<file path="src/rtl/tdm_demux_1to4.sv">
// tdm_demux_1to4
// Receive end of a four-slot TDM link. Hunts for the frame marker, collects
// slots 0..2 into a shadow buffer and publishes all four channels together
// when the slot-3 beat arrives. Framing errors pulse sync_err, bump a
// saturating counter and force a resynchronisation.
module tdm_demux_1to4 #(
  parameter int WIDTH = 1,
  parameter int CNT_W = 8
) (
  input  logic             clk,
  input  logic             rst,
  input  logic [WIDTH-1:0] din,
  input  logic             din_valid,
  input  logic             frame_sync,
  output logic [WIDTH-1:0] out0,
  output logic [WIDTH-1:0] out1,
  output logic [WIDTH-1:0] out2,
  output logic [WIDTH-1:0] out3,
  output logic             frame_valid,
  output logic             locked,
  output logic [1:0]       slot,
  output logic             sync_err,
  output logic [CNT_W-1:0] err_count
);

  typedef enum logic [0:0] {
    HUNT = 1'b0,
    LOCK = 1'b1
  } state_t;

  localparam logic [CNT_W-1:0] CNT_MAX = {CNT_W{1'b1}};

  state_t           state_r;
  state_t           state_s;
  logic [1:0]       slot_s;
  logic [WIDTH-1:0] sh0_r, sh1_r, sh2_r;
  logic [WIDTH-1:0] sh0_s, sh1_s, sh2_s;
  logic [WIDTH-1:0] out0_s, out1_s, out2_s, out3_s;
  logic             fv_s;
  logic             err_s;
  logic [CNT_W-1:0] cnt_s;

  // FSM state register.
  always_ff @(posedge clk or posedge rst) begin
    if (rst) begin
      state_r <= HUNT;
    end else begin
      state_r <= state_s;
    end
  end

  // Next-state, slot tracking, shadow capture and frame publication.
  always_comb begin
    state_s = state_r;
    slot_s  = slot;
    sh0_s   = sh0_r;
    sh1_s   = sh1_r;
    sh2_s   = sh2_r;
    out0_s  = out0;
    out1_s  = out1;
    out2_s  = out2;
    out3_s  = out3;
    fv_s    = 1'b0;
    err_s   = 1'b0;
    if (din_valid) begin
      case (state_r)
        HUNT: begin
          if (frame_sync) begin
            sh0_s   = din;
            slot_s  = 2'd1;
            state_s = LOCK;
          end else begin
            state_s = HUNT;
          end
        end
        LOCK: begin
          if (frame_sync) begin
            // A marker anywhere but slot 0 aborts the partial frame; the
            // marker beat itself starts the new one.
            err_s  = (slot != 2'd0);
            sh0_s  = din;
            slot_s = 2'd1;
          end else begin
            case (slot)
              2'd0: begin
                err_s   = 1'b1;
                state_s = HUNT;
                slot_s  = 2'd0;
              end
              2'd1: begin
                sh1_s  = din;
                slot_s = 2'd2;
              end
              2'd2: begin
                sh2_s  = din;
                slot_s = 2'd3;
              end
              2'd3: begin
                // Slot 3 bypasses the shadow so the frame lands in one edge.
                out0_s = sh0_r;
                out1_s = sh1_r;
                out2_s = sh2_r;
                out3_s = din;
                fv_s   = 1'b1;
                slot_s = 2'd0;
              end
              default: begin
                slot_s = 2'd0;
              end
            endcase
          end
        end
        default: begin
          state_s = HUNT;
          slot_s  = 2'd0;
        end
      endcase
    end else begin
      state_s = state_r;
    end
    if (err_s && (err_count != CNT_MAX)) begin
      cnt_s = err_count + CNT_W'(1);
    end else begin
      cnt_s = err_count;
    end
  end

  // Datapath and status registers; every output comes straight from a flop.
  always_ff @(posedge clk or posedge rst) begin
    if (rst) begin
      slot        <= 2'd0;
      locked      <= 1'b0;
      sh0_r       <= '0;
      sh1_r       <= '0;
      sh2_r       <= '0;
      out0        <= '0;
      out1        <= '0;
      out2        <= '0;
      out3        <= '0;
      frame_valid <= 1'b0;
      sync_err    <= 1'b0;
      err_count   <= '0;
    end else begin
      slot        <= slot_s;
      locked      <= (state_s == LOCK);
      sh0_r       <= sh0_s;
      sh1_r       <= sh1_s;
      sh2_r       <= sh2_s;
      out0        <= out0_s;
      out1        <= out1_s;
      out2        <= out2_s;
      out3        <= out3_s;
      frame_valid <= fv_s;
      sync_err    <= err_s;
      err_count   <= cnt_s;
    end
  end

endmodule

</file>
<file path="config.mk">
export PLATFORM = sky130hd
export DESIGN_NAME = tdm_demux_1to4
export DESIGN_NICKNAME = d
export VERILOG_FILES = /design/src/rtl/tdm_demux_1to4.sv
export SDC_FILE = /design/constraint.sdc
export NUM_CORES = 1
export LEC_CHECK = 0
export BUFFER_PORTS_ARGS = -buffer_cell sky130_fd_sc_hd__buf_2
export CORE_MARGIN = 1
export CORE_UTILIZATION = 47
export CTS_BUF_LIST = sky130_fd_sc_hd__clkbuf_16
export DETAILED_ROUTE_END_ITERATION = 16
export MAX_ROUTING_LAYER = met4
export PLACE_DENSITY_LB_ADDON = 0.1
export SYNTH_ARGS = -nofsm -noshare
export SYNTH_HDL_FRONTEND = slang
export SYNTH_SLANG_ARGS = --single-unit
</file>
<file path="constraint.sdc">
create_clock -name clk -period 1.7 [get_ports clk]
set_input_delay 0.085 -clock clk [delete_from_list [all_inputs] [get_ports clk]]
set_output_delay 0.085 -clock clk [all_outputs]
set_load 0.02 [all_outputs]
</file>
== Word-level counts from Yosys, hierarchy flattened ==
Cells that the tools add are included.

* Memory bits (writable): 0
* Bits of input ports: 5
* Memories kept: 0
* Bits in latches: 0
* Register bits after elaboration: 20
* Memory bits (read-only): 0

* Muxes and demuxes: 17
* Reduce and logical (&&, ||, !) cells: 9
* Order comparisons: 0
* Bitwise operators: 2
* Divide/modulo/power cells: 0
* Multipliers: 0
* $add $sub $neg: 1
* Shifts and indexed selects: 0
* Eq/ne operators: 5

{| class="wikitable"
|+ Operators with widths
! cell !! number
|-
| 1-bit 2-to-1 mux || 12
|-
| 4-bit AND reduction || 3
|-
| 8-bit by 1-bit adder with 8-bit output (second input constant) || 1
|-
| 8-bit inequality test (second input constant) || 1
|-
| 2-bit one-hot mux with 3 select lines || 1
|-
| 2-bit equality test (second input constant) || 2
|-
| 2-bit 2-to-1 mux || 2
|-
| 2-bit one-hot mux with 2 select lines || 1
|-
| 2-bit AND reduction || 2
|-
| 2-bit by 1-bit equality test with 1-bit output (second input constant) || 1
|-
| 2-bit zero test || 1
|-
| 2-bit inequality test (second input constant) || 1
|-
| 1-bit NOT || 2
|-
| 1-bit one-hot mux with 2 select lines || 1
|-
| 2-bit nonzero test || 1
|-
| 2-bit OR reduction || 1
|-
| 1-bit logical AND || 1
|}

== Logic depth before layout (Yosys ltp) ==
* Word-level depth: 6
* Gate-level depth with buffers: 7
* Gate-level depth less buffers: 7

== Worst setup path before layout ==
OpenSTA, ideal clock, no wires.

* Path kind: reg-to-reg
* From: register slot[0]
* To: register err_count[7]
* Slack: -0.235 ns
* Buffers on the path: 0
* Required time: 1.575 ns
* Stages on the path, launching flop included: 7
* Data arrival time: 1.811 ns
* Clock period less this slack: 1.935 ns
* Library setup time: 0.125 ns
* Cell sequence: dfrtp_1 > inv_1 > ha_1 > ha_1 > nand3b_4 > nor3_1 > mux2_2

* Word-level cells in the longest chain between the ends: 6
* Elaborated cells between the ends (all ways): 7
* Those cells by class: mux: 4; reduce/logical: 3

{| class="wikitable"
|+ RTL lines
! element !! RTL line !! source
|-
| start: declaration || 21 || <nowiki>output logic [1:0] slot,</nowiki>
|-
| start signal: assignment || 144 || <nowiki>slot <= slot_s;</nowiki>
|-
| 2-bit zero test || 84 || <nowiki>case (slot)</nowiki>
|-
| 1-bit 2-to-1 mux || 84 ||
|-
| 1-bit 2-to-1 mux * || 77 || <nowiki>if (frame_sync) begin</nowiki>
|-
| 1-bit 2-to-1 mux * || 66 || <nowiki>case (state_r)</nowiki>
|-
| 1-bit 2-to-1 mux * || 65 || <nowiki>if (din_valid) begin</nowiki>
|-
| 1-bit logical AND * || 121 || <nowiki>if (err_s && (err_count != CNT_MAX)) begin</nowiki>
|-
| end signal: assignment || 155 || <nowiki>err_count <= cnt_s;</nowiki>
|-
| end: declaration || 23 || <nowiki>output logic [CNT_W-1:0] err_count</nowiki>
|}

Every way passes the cells marked *; elsewhere a longest branch is shown, timed or not.
A chain may end at the register's enable or synchronous reset.

== Worst setup path in the final report ==
* From: register slot[0]
* To: register err_count[1]

* Word-level cells in the longest chain between the ends: 6
* Elaborated cells between the ends (all ways): 7
* Those cells by class: mux: 4; reduce/logical: 3

{| class="wikitable"
|+ RTL lines
! element !! RTL line !! source
|-
| 2-bit zero test || 84 ||
|-
| 1-bit 2-to-1 mux || 84 ||
|-
| 1-bit 2-to-1 mux * || 77 ||
|-
| 1-bit 2-to-1 mux * || 66 ||
|-
| 1-bit 2-to-1 mux * || 65 ||
|-
| via err_s || 40 || <nowiki>logic err_s;</nowiki>
|-
| 1-bit logical AND * || 121 ||
|}

The timed path passes the listed nets; every way through them passes the cells marked *.

==> impl_metrics.env <==
export IMPL_htree_levels=1
export IMPL_crit_fanout=6
export IMPL_postCtsSetupBuffers=0
export IMPL_cts_sinks=20
export IMPL_tightest_slew_ns=0.404
export IMPL_fillers=164
export IMPL_clk_latency_ns=0.25
export IMPL_relSlewSlack=0.730
export IMPL_r2r_cells=7
export IMPL_ys_ff_latch=20
export IMPL_die_area_um2=2300
export IMPL_drt_wirelength_per_cell_um=13.3
export IMPL_period_minus_slack_ns=1.63
export IMPL_wl_um=1860
export IMPL_layout_common_cells="buf_2, dfrtp_1, nand2_1, mux2_4, ha_1"
export IMPL_irDropWorstVdd_v=0.000983
export IMPL_stdcell_area_um2=1310
export IMPL_dr_pass1_iters=4
export IMPL_outcome="complete, no violations"
export IMPL_dp_cells=135
export IMPL_place_congestion=0.751
export IMPL_vias_per_cell=5.23
export IMPL_syn_area_um2=995
export IMPL_syn_nets=96
export IMPL_hold_viol=0
export IMPL_r2r_end="err_count[1]$_DFFE_PP0P_"
export IMPL_wl_met1_um=923
export IMPL_grt_first_pass_wirelength_um=2770
export IMPL_endpoint="err_count[1]$_DFFE_PP0P_"
export IMPL_synth_edf_count=0
export IMPL_grt_pass1_vias=621
export IMPL_start_util=0.502
export IMPL_worst_r2r_setup_slack_ns=0.07
export IMPL_critPathLaunch="slot[0]$_DFFE_PP0P_"
export IMPL_synth_xor_area_frac=0.0176
export IMPL_synth_top_family_by_area="simple AND/OR/NAND/NOR gates"
export IMPL_start_kind="flip-flop"
export IMPL_io_pins=22
export IMPL_syn_instance_count=84
export IMPL_grt_max_degree=12
export IMPL_cts_buffer_depth=2
export IMPL_diodes=0
export IMPL_synthArstFlopShare=1.00
export IMPL_rows=16
export IMPL_worst_setup_path_type="reg2reg"
export IMPL_drt_iter0_markers=12
export IMPL_worstSetupEndpointType="flip-flop"
export IMPL_postSynthAreaPerCell_um2=11.8
export IMPL_r2r_start="slot[0]$_DFFE_PP0P_"
export IMPL_setup_viol=0
export IMPL_ys_warn_count=0
export IMPL_dr_max_layer_used="met4"
export IMPL_placed_area_um2=1200
export IMPL_rsz0062_at_grt="no"
export IMPL_drv_cap=0
export IMPL_utilization=0.660
export IMPL_die_height_um=48.0
export IMPL_min_path_type="in2reg"
export IMPL_fin_cells=140
export IMPL_total_power_mw=2.18
export IMPL_root_buffer="clkbuf_16"
export IMPL_skew_ns=0.00104
export IMPL_required_ns=1.84
export IMPL_antenna_found_initial=0
export IMPL_synthSimpleGateAreaFrac=0.146
export IMPL_vias=732
export IMPL_drc=0
export IMPL_ys_flop_type="dfrtp_1"
export IMPL_cts_tree="built"
export IMPL_grt_total_usage=0.187
export IMPL_dr_wl_met2_um=831
export IMPL_nNetsFinal=126
export IMPL_numCtsBuffers=3
export IMPL_synth_cell_types=28
export IMPL_cellLeakagePower_nw=0.657
export IMPL_synth_compound_area_frac=0.0893
export IMPL_fin_crit_sh=0.957
export IMPL_max_freq_ghz=0.615
export IMPL_grt_ovfl_total=0
export IMPL_powerDensity_nw_per_um2=1660
export IMPL_worstPathArrival_ns=1.76
export IMPL_drv_slew=0
export IMPL_ant_nets=0
export IMPL_core_region_area_um2=1980
export IMPL_final_common_cell="buf_2"
export IMPL_ys_seq_area_frac=0.503
export IMPL_fp_dieW_um=48.0
export IMPL_synthMuxAreaShare=0.128
export IMPL_port_buffers=21
export IMPL_synthToLayoutAreaGrowth_pct=31.4
export IMPL_wl_met3_um=68
export IMPL_synthAdderAreaFrac=0.0881
export IMPL_fin_setup_tns_ns=0
export IMPL_cts_clk_slew_worst_paths_ns=0.05
export IMPL_drive_gt1_frac=0.442
-- routing by layer --
layer  vias up  GRT usage
li1        353          -
met1       355      0.262
met2        19      0.259
met3         5     0.0340
met4         0     0.0833
met5         -          -
-- flip-flops by register name, summed over array words and instances (netlist names) --
signal and flops:
err_count 8, frame_valid 1, locked 1, out0 1, out1 1, out2 1
out3 1, sh0_r 1, sh1_r 1, sh2_r 1, slot 2, sync_err 1
-- through the flow --
stage          setup WS (ns)  hold WS, ns
2_1_floorplan        0.00659       0.0487
3_3_place_gp           0.118       0.0849
3_5_place_dp          0.0707       0.0865
4_1_cts               0.0616       0.0957
5_1_grt              0.00979        0.106
6_report              0.0734       0.0905
-- critical path: stages, from the launching register on --
cell and delay [ns]:
dfrtp_2 0.36, inv_2 0.06, ha_4 0.16, ha_4 0.25
nand3b_4 0.18, clkinv_4 0.09, o21ai_4 0.07, mux2_2 0.34
-- worst min path at each step --
stage	from	to	cells after the start
after global routing	din	sh2_r$_DFFE_PP0P_	2
after floorplan	rst	err_count[0]$_DFFE_PP0P_	1
final	din	sh2_r$_DFFE_PP0P_	2
after CTS	din	sh2_r$_DFFE_PP0P_	2
after global placement	rst	frame_valid$_DFF_PP0_	2
after detailed placement	rst	frame_valid$_DFF_PP0_	2
-- repair_timing --
action	CTS	global route
hold buffers	1	0
resized for setup	0	2
hold endpoints to repair	10	0
setup endpoints to repair	0	1
-- logic make-up (layout without fill, tap and decap cells) --
group                      after synthesis  after routing
DFF                                     20             20
buffers and inverters                    7             36
adders and majority gates                7              7
xor gates and xnor gates                 2              2
muxes                                   10             10
AOI/OAI and AO/OA                       13             13
and+or+nand+nor                         25             25
-- synthesized netlist by cell type, drive strengths merged (3+ instances only) --
| library cell | number | area share |
|---|---|---|
| inv | 6 | 0.023 |
| nor3 | 3 | 0.015 |
| a21oi | 4 | 0.020 |
| dfrtp | 20 | 0.50 |
| nand2 | 9 | 0.042 |
| mux2 | 10 | 0.13 |
| ha | 7 | 0.088 |
| nor2 | 4 | 0.015 |
-- final cells by class --
type,count,area (µm²),share of cell area
flip-flops and latches,20,503,0.385
clock inverters,1,3.75,0.00287
multi-input cells,57,523,0.400
clock buffers,3,75.1,0.0574
repair buffers,25,138,0.105
well taps,27,33.8,0.0258
inverters,7,31.3,0.0239
-- power breakdown --
group	internal (mW)	switching [mW]
clock network	0.313	0.165
registers	0.652	0.169
logic	0.392	0.484
(Power assumes the default switching activity.)
